<file path="src/rtl/spi_slave_regs.sv">
// spi_slave_regs: SPI mode-0 slave for the 3-byte register protocol (ID, address, data).
// Latency: 3 clk from a pin edge to its internal pulse, state/registers update 1 clk later; miso moves 4 clk after sck fall.
// Backpressure: none; the SPI master paces the frame and sck phases must be >= 6 clk.
//
// Ports:
//   clk, rst         system clock, asynchronous active-low reset
//   ss, sck, mosi    SPI pins (asynchronous to clk), sck idles low
//   miso, miso_oe    read data out (MSB first) and its drive enable
//   host_addr/rdata  registered host readback of the register bank
//   wr_pulse/addr/data  write-commit strobe with held address/data
//   rd_pulse, err_pulse  read-latch strobe and error strobe
module spi_slave_regs #(
    parameter logic [7:0] SLAVE_IDW = 8'h64,
    parameter logic [7:0] SLAVE_IDR = 8'h65,
    parameter int         NREG      = 16,
    parameter logic [7:0] RST_VAL   = 8'h00
) (
    input  logic       clk,
    input  logic       rst,
    input  logic       ss,
    input  logic       sck,
    input  logic       mosi,
    output logic       miso,
    output logic       miso_oe,
    input  logic [7:0] host_addr,
    output logic [7:0] host_rdata,
    output logic       wr_pulse,
    output logic [7:0] wr_addr,
    output logic [7:0] wr_data,
    output logic       rd_pulse,
    output logic       err_pulse
);

    localparam int         IDXW   = (NREG > 1) ? $clog2(NREG) : 1;
    localparam logic [8:0] NREG_W = 9'(NREG);

    typedef enum logic [2:0] {
        S_IDLE,
        S_ID,
        S_ADDR,
        S_DATA,
        S_IGNORE
    } state_t;

    // Pin conditioning: [0],[1] synchronize, [2] is the history flop.
    // ss/sck history resets low so that a frame already in progress when
    // reset releases never produces an ss fall; it is ignored until ss
    // goes high and falls again.
    logic [2:0] ss_pipe_q;
    logic [2:0] sck_pipe_q;
    logic [2:0] mosi_pipe_q;

    logic ss_fall_q, ss_rise_q, sck_rise_q, sck_fall_q;

    state_t     state_q, state_d;
    logic [2:0] bit_cnt_q, bit_cnt_d;
    logic [6:0] shreg_q, shreg_d;
    logic       is_rd_q, is_rd_d;
    logic       oor_q, oor_d;
    logic [7:0] addr_q, addr_d;
    logic [7:0] tx_q, tx_d;
    logic       miso_q, miso_d;
    logic       miso_oe_q, miso_oe_d;
    logic       wr_pulse_q, wr_pulse_d;
    logic       rd_pulse_q, rd_pulse_d;
    logic       err_pulse_q, err_pulse_d;
    logic [7:0] wr_addr_q, wr_addr_d;
    logic [7:0] wr_data_q, wr_data_d;
    logic [7:0] host_rdata_q, host_rdata_d;

    logic [7:0] regs_q [NREG];
    logic       reg_we;

    logic [7:0] byte_in;
    logic       byte_done;
    logic       byte_in_range;

    always_ff @(posedge clk or negedge rst) begin
        if (!rst) begin
            ss_pipe_q   <= 3'b000;
            sck_pipe_q  <= 3'b000;
            mosi_pipe_q <= 3'b000;
            ss_fall_q   <= 1'b0;
            ss_rise_q   <= 1'b0;
            sck_rise_q  <= 1'b0;
            sck_fall_q  <= 1'b0;
        end else begin
            ss_pipe_q   <= {ss_pipe_q[1:0], ss};
            sck_pipe_q  <= {sck_pipe_q[1:0], sck};
            mosi_pipe_q <= {mosi_pipe_q[1:0], mosi};
            ss_fall_q   <=  ss_pipe_q[2]  & ~ss_pipe_q[1];
            ss_rise_q   <= ~ss_pipe_q[2]  &  ss_pipe_q[1];
            sck_rise_q  <= ~sck_pipe_q[2] &  sck_pipe_q[1];
            sck_fall_q  <=  sck_pipe_q[2] & ~sck_pipe_q[1];
        end
    end

    // mosi_pipe_q[2] is aligned with sck_rise_q: both reflect the pins
    // as they were three clocks earlier.
    assign byte_in       = {shreg_q, mosi_pipe_q[2]};
    assign byte_in_range = ({1'b0, byte_in} < NREG_W);

    always_comb begin
        state_d      = state_q;
        bit_cnt_d    = bit_cnt_q;
        shreg_d      = shreg_q;
        is_rd_d      = is_rd_q;
        oor_d        = oor_q;
        addr_d       = addr_q;
        tx_d         = tx_q;
        miso_d       = miso_q;
        miso_oe_d    = miso_oe_q;
        wr_pulse_d   = 1'b0;
        rd_pulse_d   = 1'b0;
        err_pulse_d  = 1'b0;
        wr_addr_d    = wr_addr_q;
        wr_data_d    = wr_data_q;
        reg_we       = 1'b0;
        byte_done    = 1'b0;

        // Bit collection runs in every byte-carrying state; in a read
        // DATA byte the shifted mosi bits are simply never used.
        if (sck_rise_q && (state_q == S_ID || state_q == S_ADDR || state_q == S_DATA)) begin
            shreg_d   = byte_in[6:0];
            bit_cnt_d = bit_cnt_q + 3'd1;
            byte_done = (bit_cnt_q == 3'd7);
        end

        case (state_q)
            S_IDLE: begin
                if (ss_fall_q) begin
                    state_d   = S_ID;
                    bit_cnt_d = 3'd0;
                    shreg_d   = 7'd0;
                    is_rd_d   = 1'b0;
                    oor_d     = 1'b0;
                end
            end
            S_ID: begin
                if (byte_done) begin
                    if (byte_in == SLAVE_IDW) begin
                        state_d = S_ADDR;
                        is_rd_d = 1'b0;
                    end else if (byte_in == SLAVE_IDR) begin
                        state_d = S_ADDR;
                        is_rd_d = 1'b1;
                    end else begin
                        state_d     = S_IGNORE;
                        err_pulse_d = 1'b1;
                    end
                end
            end
            S_ADDR: begin
                if (byte_done) begin
                    state_d = S_DATA;
                    addr_d  = byte_in;
                    oor_d   = !byte_in_range;
                    if (is_rd_q) begin
                        tx_d       = byte_in_range ? regs_q[byte_in[IDXW-1:0]] : 8'h00;
                        rd_pulse_d = 1'b1;
                    end
                end
            end
            S_DATA: begin
                // Falls present tx[7] so the master sees bit 7 on the
                // first data rise.
                if (sck_fall_q && is_rd_q) begin
                    miso_d    = tx_q[7];
                    tx_d      = {tx_q[6:0], 1'b0};
                    miso_oe_d = 1'b1;
                end
                if (byte_done) begin
                    state_d = S_IGNORE;
                    if (is_rd_q) begin
                        err_pulse_d = oor_q;
                    end else if (!oor_q) begin
                        reg_we     = 1'b1;
                        wr_pulse_d = 1'b1;
                        wr_addr_d  = addr_q;
                        wr_data_d  = byte_in;
                    end else begin
                        err_pulse_d = 1'b1;
                    end
                end
            end
            S_IGNORE: begin
            end
            default: begin
                state_d = S_IDLE;
            end
        endcase

        // ss rise wins over everything else but lets a DATA byte that
        // completes on the same cycle commit first.
        if (ss_rise_q) begin
            state_d   = S_IDLE;
            miso_d    = 1'b0;
            miso_oe_d = 1'b0;
            if (state_q == S_ID || state_q == S_ADDR || (state_q == S_DATA && !byte_done)) begin
                err_pulse_d = 1'b1;
            end
        end
    end

    // Host readback samples the bank before this cycle's commit, so a
    // same-address write shows up one clock later.
    always_comb begin
        host_rdata_d = 8'h00;
        if ({1'b0, host_addr} < NREG_W) begin
            host_rdata_d = regs_q[host_addr[IDXW-1:0]];
        end
    end

    always_ff @(posedge clk or negedge rst) begin
        if (!rst) begin
            state_q      <= S_IDLE;
            bit_cnt_q    <= 3'd0;
            shreg_q      <= 7'd0;
            is_rd_q      <= 1'b0;
            oor_q        <= 1'b0;
            addr_q       <= 8'h00;
            tx_q         <= 8'h00;
            miso_q       <= 1'b0;
            miso_oe_q    <= 1'b0;
            wr_pulse_q   <= 1'b0;
            rd_pulse_q   <= 1'b0;
            err_pulse_q  <= 1'b0;
            wr_addr_q    <= 8'h00;
            wr_data_q    <= 8'h00;
            host_rdata_q <= 8'h00;
        end else begin
            state_q      <= state_d;
            bit_cnt_q    <= bit_cnt_d;
            shreg_q      <= shreg_d;
            is_rd_q      <= is_rd_d;
            oor_q        <= oor_d;
            addr_q       <= addr_d;
            tx_q         <= tx_d;
            miso_q       <= miso_d;
            miso_oe_q    <= miso_oe_d;
            wr_pulse_q   <= wr_pulse_d;
            rd_pulse_q   <= rd_pulse_d;
            err_pulse_q  <= err_pulse_d;
            wr_addr_q    <= wr_addr_d;
            wr_data_q    <= wr_data_d;
            host_rdata_q <= host_rdata_d;
        end
    end

    always_ff @(posedge clk or negedge rst) begin
        if (!rst) begin
            for (int i = 0; i < NREG; i++) begin
                regs_q[i] <= RST_VAL;
            end
        end else if (reg_we) begin
            regs_q[addr_q[IDXW-1:0]] <= byte_in;
        end
    end

    assign miso       = miso_q;
    assign miso_oe    = miso_oe_q;
    assign host_rdata = host_rdata_q;
    assign wr_pulse   = wr_pulse_q;
    assign wr_addr    = wr_addr_q;
    assign wr_data    = wr_data_q;
    assign rd_pulse   = rd_pulse_q;
    assign err_pulse  = err_pulse_q;

endmodule

</file>
<file path="config.mk">
export PLATFORM = sky130hd
export DESIGN_NAME = spi_slave_regs
export DESIGN_NICKNAME = d
export VERILOG_FILES = /design/src/rtl/spi_slave_regs.sv
export SDC_FILE = /design/constraint.sdc
export NUM_CORES = 1
export LEC_CHECK = 0
export CAP_MARGIN = 15
export CORE_MARGIN = 4
export CORE_UTILIZATION = 40
export DETAILED_ROUTE_END_ITERATION = 8
export SYNTH_ARGS = -nofsm -noshare
export SYNTH_HDL_FRONTEND = slang
export SYNTH_SLANG_ARGS = --single-unit
export TNS_END_PERCENT = 10
</file>
<file path="constraint.sdc">
create_clock -name clk -period 5.8 [get_ports clk]
set_input_delay 1.16 -clock clk [delete_from_list [all_inputs] [get_ports clk]]
set_output_delay 1.16 -clock clk [all_outputs]
set_load 0.005 [all_outputs]
</file>
# [After elaboration in Yosys (flattened, before gate mapping)]
# Cells that the tools add are included.
[totals] register_bits=201 input_bits=13 output_inout_bits=29 word_cells=157
[classes] n_addsub=1 n_lt_le_gt_ge=6 n_eq_ne=18 muxes=59 bitwise_logic=13 reduce_logical=22
[ops] cell="bitwise mux 128 bit" count=1
[ops] cell="2-to-1 mux 8 bit" count=10
[ops] cell="binary-select mux 8 bit (select 4 bit)" count=2
[ops] cell="demux 8 bit (select 4 bit)" count=1
[ops] cell="2-to-1 mux 3 bit" count=10
[ops] cell="2-to-1 mux 1 bit" count=27
[ops] cell="2-to-1 mux 7 bit" count=3
[ops] cell="equality test 8 x 7 -> 1 bit, second input constant" count=2
[ops] cell="less-than comparator 8 x 5 -> 1 bit, second input constant" count=2
[ops] cell="case mux 8 bit (2 select lines)" count=1
[ops] cell=">= comparator 5 bit, second input constant" count=3
[ops] cell="NOT 4 -> 5 bit" count=3
[ops] cell="case mux 3 bit (5 select lines)" count=1
[ops] cell="!= test 3 bit, second input constant" count=4
[ops] cell="AND reduction 4 bit" count=3
[ops] cell="!= test 2 bit, second input constant" count=5
[ops] cell="nonzero test 2 bit" count=5
[ops] cell="equality test 3 x 2 -> 1 bit, second input constant" count=2
[ops] cell="equality test 3 bit, second input constant" count=2
[ops] cell="NOT 1 bit" count=6
[ops] cell="case mux 1 bit (2 select lines)" count=3
[ops] cell="less-than comparator 5 x 1 -> 1 bit, second input constant" count=1
[ops] cell="AND reduction 5 bit" count=1
[ops] cell="bitwise AND 1 bit" count=4
[ops] cell="other kinds (10)" count=17

# [Longest topological paths before layout]
[depth] depth_word=10 depth_mapped=9 ltp_nobuf=7

# [Worst setup path after synthesis]
# Ideal clock, no wire load.
[synth_path] kind="input port to flip-flop" from="input host_addr[0]" to="register host_rdata_q[0], in the netlist host_rdata[0]" setup_time_ps=134 arrival_ps=2413 required_ps=5666 slack_ps=3253 path_stages=5 n_path_buf=2 cell_sequence="clkbuf_1 > buf_2 > mux4_2 > mux2i_1 > o22ai_1"
[synth_between] elab_chain_cells=5 word_cells_on_any_way=6 classes_between="order compare: 1; mux: 4; bitwise: 1"
[synth_lines] element="from (decl)" line_no="25" text="input logic [7:0] host_addr,"
[synth_lines] element="NOT 4 -> 5 bit (implied by the code)" line_no="210" text="host_rdata_d = regs_q[host_addr[IDXW-1:0]];"
[synth_lines] element="binary-select mux 8 bit (select 4 bit)" line_no="210"
[synth_lines] element="2-to-1 mux 8 bit (implied by the code) (2 in a row)" line_no="210"
[synth_lines] element="2-to-1 mux 8 bit (*)" line_no="209" text="if ({1'b0, host_addr} < NREG_W) begin"
[synth_lines] element="named net host_rdata_d[0]" line_no="69" text="logic [7:0] host_rdata_q, host_rdata_d;"
[synth_lines] element="to (signal assigned)" line_no="246" text="host_rdata_q <= host_rdata_d;"
[synth_lines] element="to (decl)" line_no="69"
# Mark *: on every way through the listed nets, which the timed path passes. The rest lies on a longest branch. The select of a mux whose other input is x is not followed.
# A chain may end at the register's enable or synchronous reset.

# [Final worst setup path]
[layout_path] from="register state_q[2]" to="register regs_q[109] in the netlist's numbering"
[layout_between] elab_chain_cells=7 word_cells_on_any_way=9 classes_between="eq/ne: 3; mux: 3; reduce/logical: 3"
[layout_lines] element="from (decl)" line_no="55" text="state_t state_q, state_d;"
[layout_lines] element="from (signal assigned)" line_no="232" text="state_q <= state_d;"
[layout_lines] element="equality test 3 x 1 -> 1 bit / equality test 3 x 2 -> 1 bit (equally long branches)" line_no="123" text="if (sck_rise_q && (state_q == S_ID || state_q == S_ADDR || state_q == S_DATA)) begin"
[layout_lines] element="logical OR 1 bit (2 in a row)" line_no="123"
[layout_lines] element="logical AND 1 bit" line_no="123"
[layout_lines] element="2-to-1 mux 1 bit" line_no="123"
[layout_lines] element="2-to-1 mux 1 bit" line_no="172" text="if (byte_done) begin"
[layout_lines] element="2-to-1 mux 1 bit (*)" line_no="129" text="case (state_q)"
[layout_lines] element="to (signal, indexed assignment)" line_no="256" text="regs_q[addr_q[IDXW-1:0]] <= byte_in;"
[layout_lines] element="to (decl)" line_no="71" text="logic [7:0] regs_q [NREG];"
# Every way passes the cells marked *; elsewhere a longest branch is shown, timed or not.

==> flow_summary.toml <==
[run_status]
status = "finished, final reports clean"

[worst_setup_path]
slowest_delay_ns = 1.04
crit_slowest_cell = "or4_1"
critPathCaptureType = "flop"
crit_path_start_kind = "flop"
rrSetupSlack_ns = 2.55
worstPathRequired_ns = 6.19
crit_fanout = 32
reg2reg_depth = 4
worstReg2RegStart = "state_q[2]"
r2r_end = "regs_q[109]"
arrival_ns = 3.64
critPathTopFamily = "simple AND/OR/NAND/NOR gates"
crit_chain = "and3b_1 > nand4_4 > or4_1 > mux2_2"
crit_buf_inv = 0
critical_path_class = "reg2reg"

[timing]
fin_crit_sh_pct = 56.1
final_max_slew_viol_count = 0
fin_crit_ns = 3.25
worstMarginPinSlew_ns = 0.983
setup_viol = 0
fmax_mhz = 307
clock_skew_ns = 0.00868
rsz0062_at_grt = "false"
max_slew_margin_pct = 34.5
fin_tns_setup_ns = 0
hold_viol_final = 0

[power_and_ir_drop]
vdd_drop_max_mv = 0.155
swShare_pct = 23.8
pwr-share-comb_pct = 5.4
p_sw_w = 0.000689
p_leak_nw = 4.97
pwr-share-seq_pct = 49.7
power_density_mw_per_mm2 = 260
p_clk_share_pct = 44.8
intPower_w = 0.00220

[global_routing]
grt_max_degree = 117
track_usage_pct = 18.9
antenna_found_initial = 0
grt_pass1_vias = 6414
grt_pass1_wl_mm = 38.7
grt-ovfl-total = 0

[drt]
top_layer = "met4"
vias = 5918
met1Wirelength_mm = 10.4
drc = 0
avgRoutedWirePerCell_um = 23.7
first_pass_iters = 6
dr_wl_met2_mm = 12.5
vias_per_cell = 5.66
wl_mm = 24.7
ant_nets = 0
first_iter_violations = 410
wl_met3_mm = 1.27

[synth]
synth.area.top_cells = "dfrtp_1, mux2_2, mux4_2"
synth_common_cells = "dfrtp_1, mux2_2, nand2_1"
synth.distinct_cells = 45
synth_cells = 690
synth_top_cell_by_area = "dfrtp_1"
synthesis.area_mm2 = 0.00975
synth_top_area_share_pct = 51.6
seq_area_frac_synth_pct = 51.6
yosys_warnings = 0
ys_ff_latch = 201
synthArstFlopShare_pct = 100
synth-edff-count = 0
yosysMostFrequentCell = "dfrtp_1"
avgSynthCellArea_um2 = 14.1
synth_fp_nets = 705
ys.flop_type = "dfrtp_1"

[die]
die_h_um = 164
core-area_mm2 = 0.0238
fp.dieW_um = 164
die_area_mm2 = 0.0269
initial_utilization_pct = 41.1
row_count = 56
ios = 42

[placed_design]
place_hpwl_mm = 15.6
io_buffers = 41
gp_congestion = 0.792
post_dp_cell_area_mm2 = 0.0104

[clock_tree]
cts_tree = "yes"
postCtsResizedCells = 0
cts-root-buf = "clkbuf_16"
post_cts_buffers = 0
clockBufferDepth = 3
clk_pin_slew_ns = 0.06
cts_sinks = 201
numCtsBuffers = 23
htree_levels = 1
clock_latency_ns = 0.51
hold_buffers = 0

[job]
drv_cap = 0

[worst_hold_path]
holdPathEnd = "mosi_pipe_q[2]"
worstHoldStart = "mosi_pipe_q[1]"
hold_class = "reg2reg"
min_path_cells = 0

[cells_and_area]
drive_above_1_share_pct = 36.8
antenna_cells = 0
syn_to_final_growth_pct = 13.7
finalNetCount = 729
final_cell_area_mm2 = 0.0111
## per-layer routing
| layer | vias to the layer above | global-route usage, % |
|---|---|---|
| met5 | - | 0 |
| met4 | 0 | 5.22 |
| met3 | 40 | 2.91 |
| met2 | 130 | 31.9 |
| met1 | 3149 | 25.4 |
| li1 | 2599 | - |
## worst max path at each step
stage / from / to / cells past startpoint
2_1_floorplan: host_addr[0] / host_rdata[0] / 5
3_3_place_gp: host_addr[0] / host_rdata[3] / 4
3_5_place_dp: state_q[2] / regs_q[127] / 5
4_1_cts: state_q[2] / regs_q[123] / 5
5_1_grt: state_q[1] / regs_q[120] / 5
6_report: state_q[2] / regs_q[109] / 4
## layout make-up
type	instances	area (µm²)
multi-input cells	427	4450
fillers	2063	12700
clock inverters	8	55.1
repair buffers	57	542
inverters	4	15.0
flip-flops and latches	201	5030
clock buffers	29	598
well taps	319	399
## layout by cell type, fill, tap and decap left out, types with 3 or more instances in the layout
cell type and count:
dfrtp_2 3, mux2i_1 35, nand3b_1 3, clkinvlp_4 3
dfrtp_1 198, buf_4 15, nor4_1 3, nand2_1 71
nor2_1 20, inv_1 3, nand3_1 11, o21ai_0 3
nor3_4 3, or4_1 4, a22oi_1 3, nor3_2 6
nand2b_1 6, clkdlybuf4s50_1 39, a21oi_1 11, mux4_2 64
clkbuf_16 23, nor2b_1 4, clkbuf_1 6, clkinv_2 3
o211ai_1 7, o22a_1 7, o22ai_1 8, mux2_2 136
## power groups by stage
| stage | registers [W] | logic [W] | clock network, W |
|---|---|---|---|
| 4_1_cts | 0.00144 | 0.000160 | 0.00133 |
| 3_3_place_gp | 0.00146 | 0.000156 | 0 |
| 6_report | 0.00144 | 0.000157 | 0.00129 |
| 5_1_grt | 0.00144 | 0.000173 | 0.00139 |
| 2_1_floorplan | 0.00145 | 0.000105 | 0 |
| 3_5_place_dp | 0.00146 | 0.000160 | 0 |
## state kept, by name (all words and copies together), names as in the netlist, 3 cells and up
register	cells
addr_q	8
state_q	3
sck_pipe_q	3
wr_addr	8
bit_cnt_q	3
shreg_q	7
host_rdata	8
tx_q	8
wr_data	8
ss_pipe_q	3
regs_q	128
mosi_pipe_q	3
## stage by stage
stage | util, % | hold slack (ns) | power [W] | instances | worst slack, ns
2_1_floorplan | - | 0.331 | 0.00155 | 690 | 3.25
3_3_place_gp | 43.9 | 0.333 | 0.00162 | 1007 | 2.56
3_5_place_dp | 43.9 | 0.337 | 0.00162 | 1008 | 2.58
4_1_cts | 46.7 | 0.349 | 0.00292 | 1045 | 2.55
5_1_grt | 46.7 | 0.366 | 0.00300 | 1045 | 2.37
6_report | 46.7 | 0.346 | 0.00289 | 1045 | 2.55
## logic make-up (layout without fill, tap and decap cells)
logic type                 after synthesis  count (layout)  synth area share, %
and+or+nand+nor                        146             146                 8.16
DFF                                    201             201                 51.6
muxes                                  236             236                 34.2
buffers and inverters                   62              98                 2.84
AOI/OAI and AO/OA                       42              42                 2.90
xor gates and xnor gates                 1               1               0.0898
adders and majority gates                2               2                0.257
No activity file was read; power rests on OpenSTA's default activity.
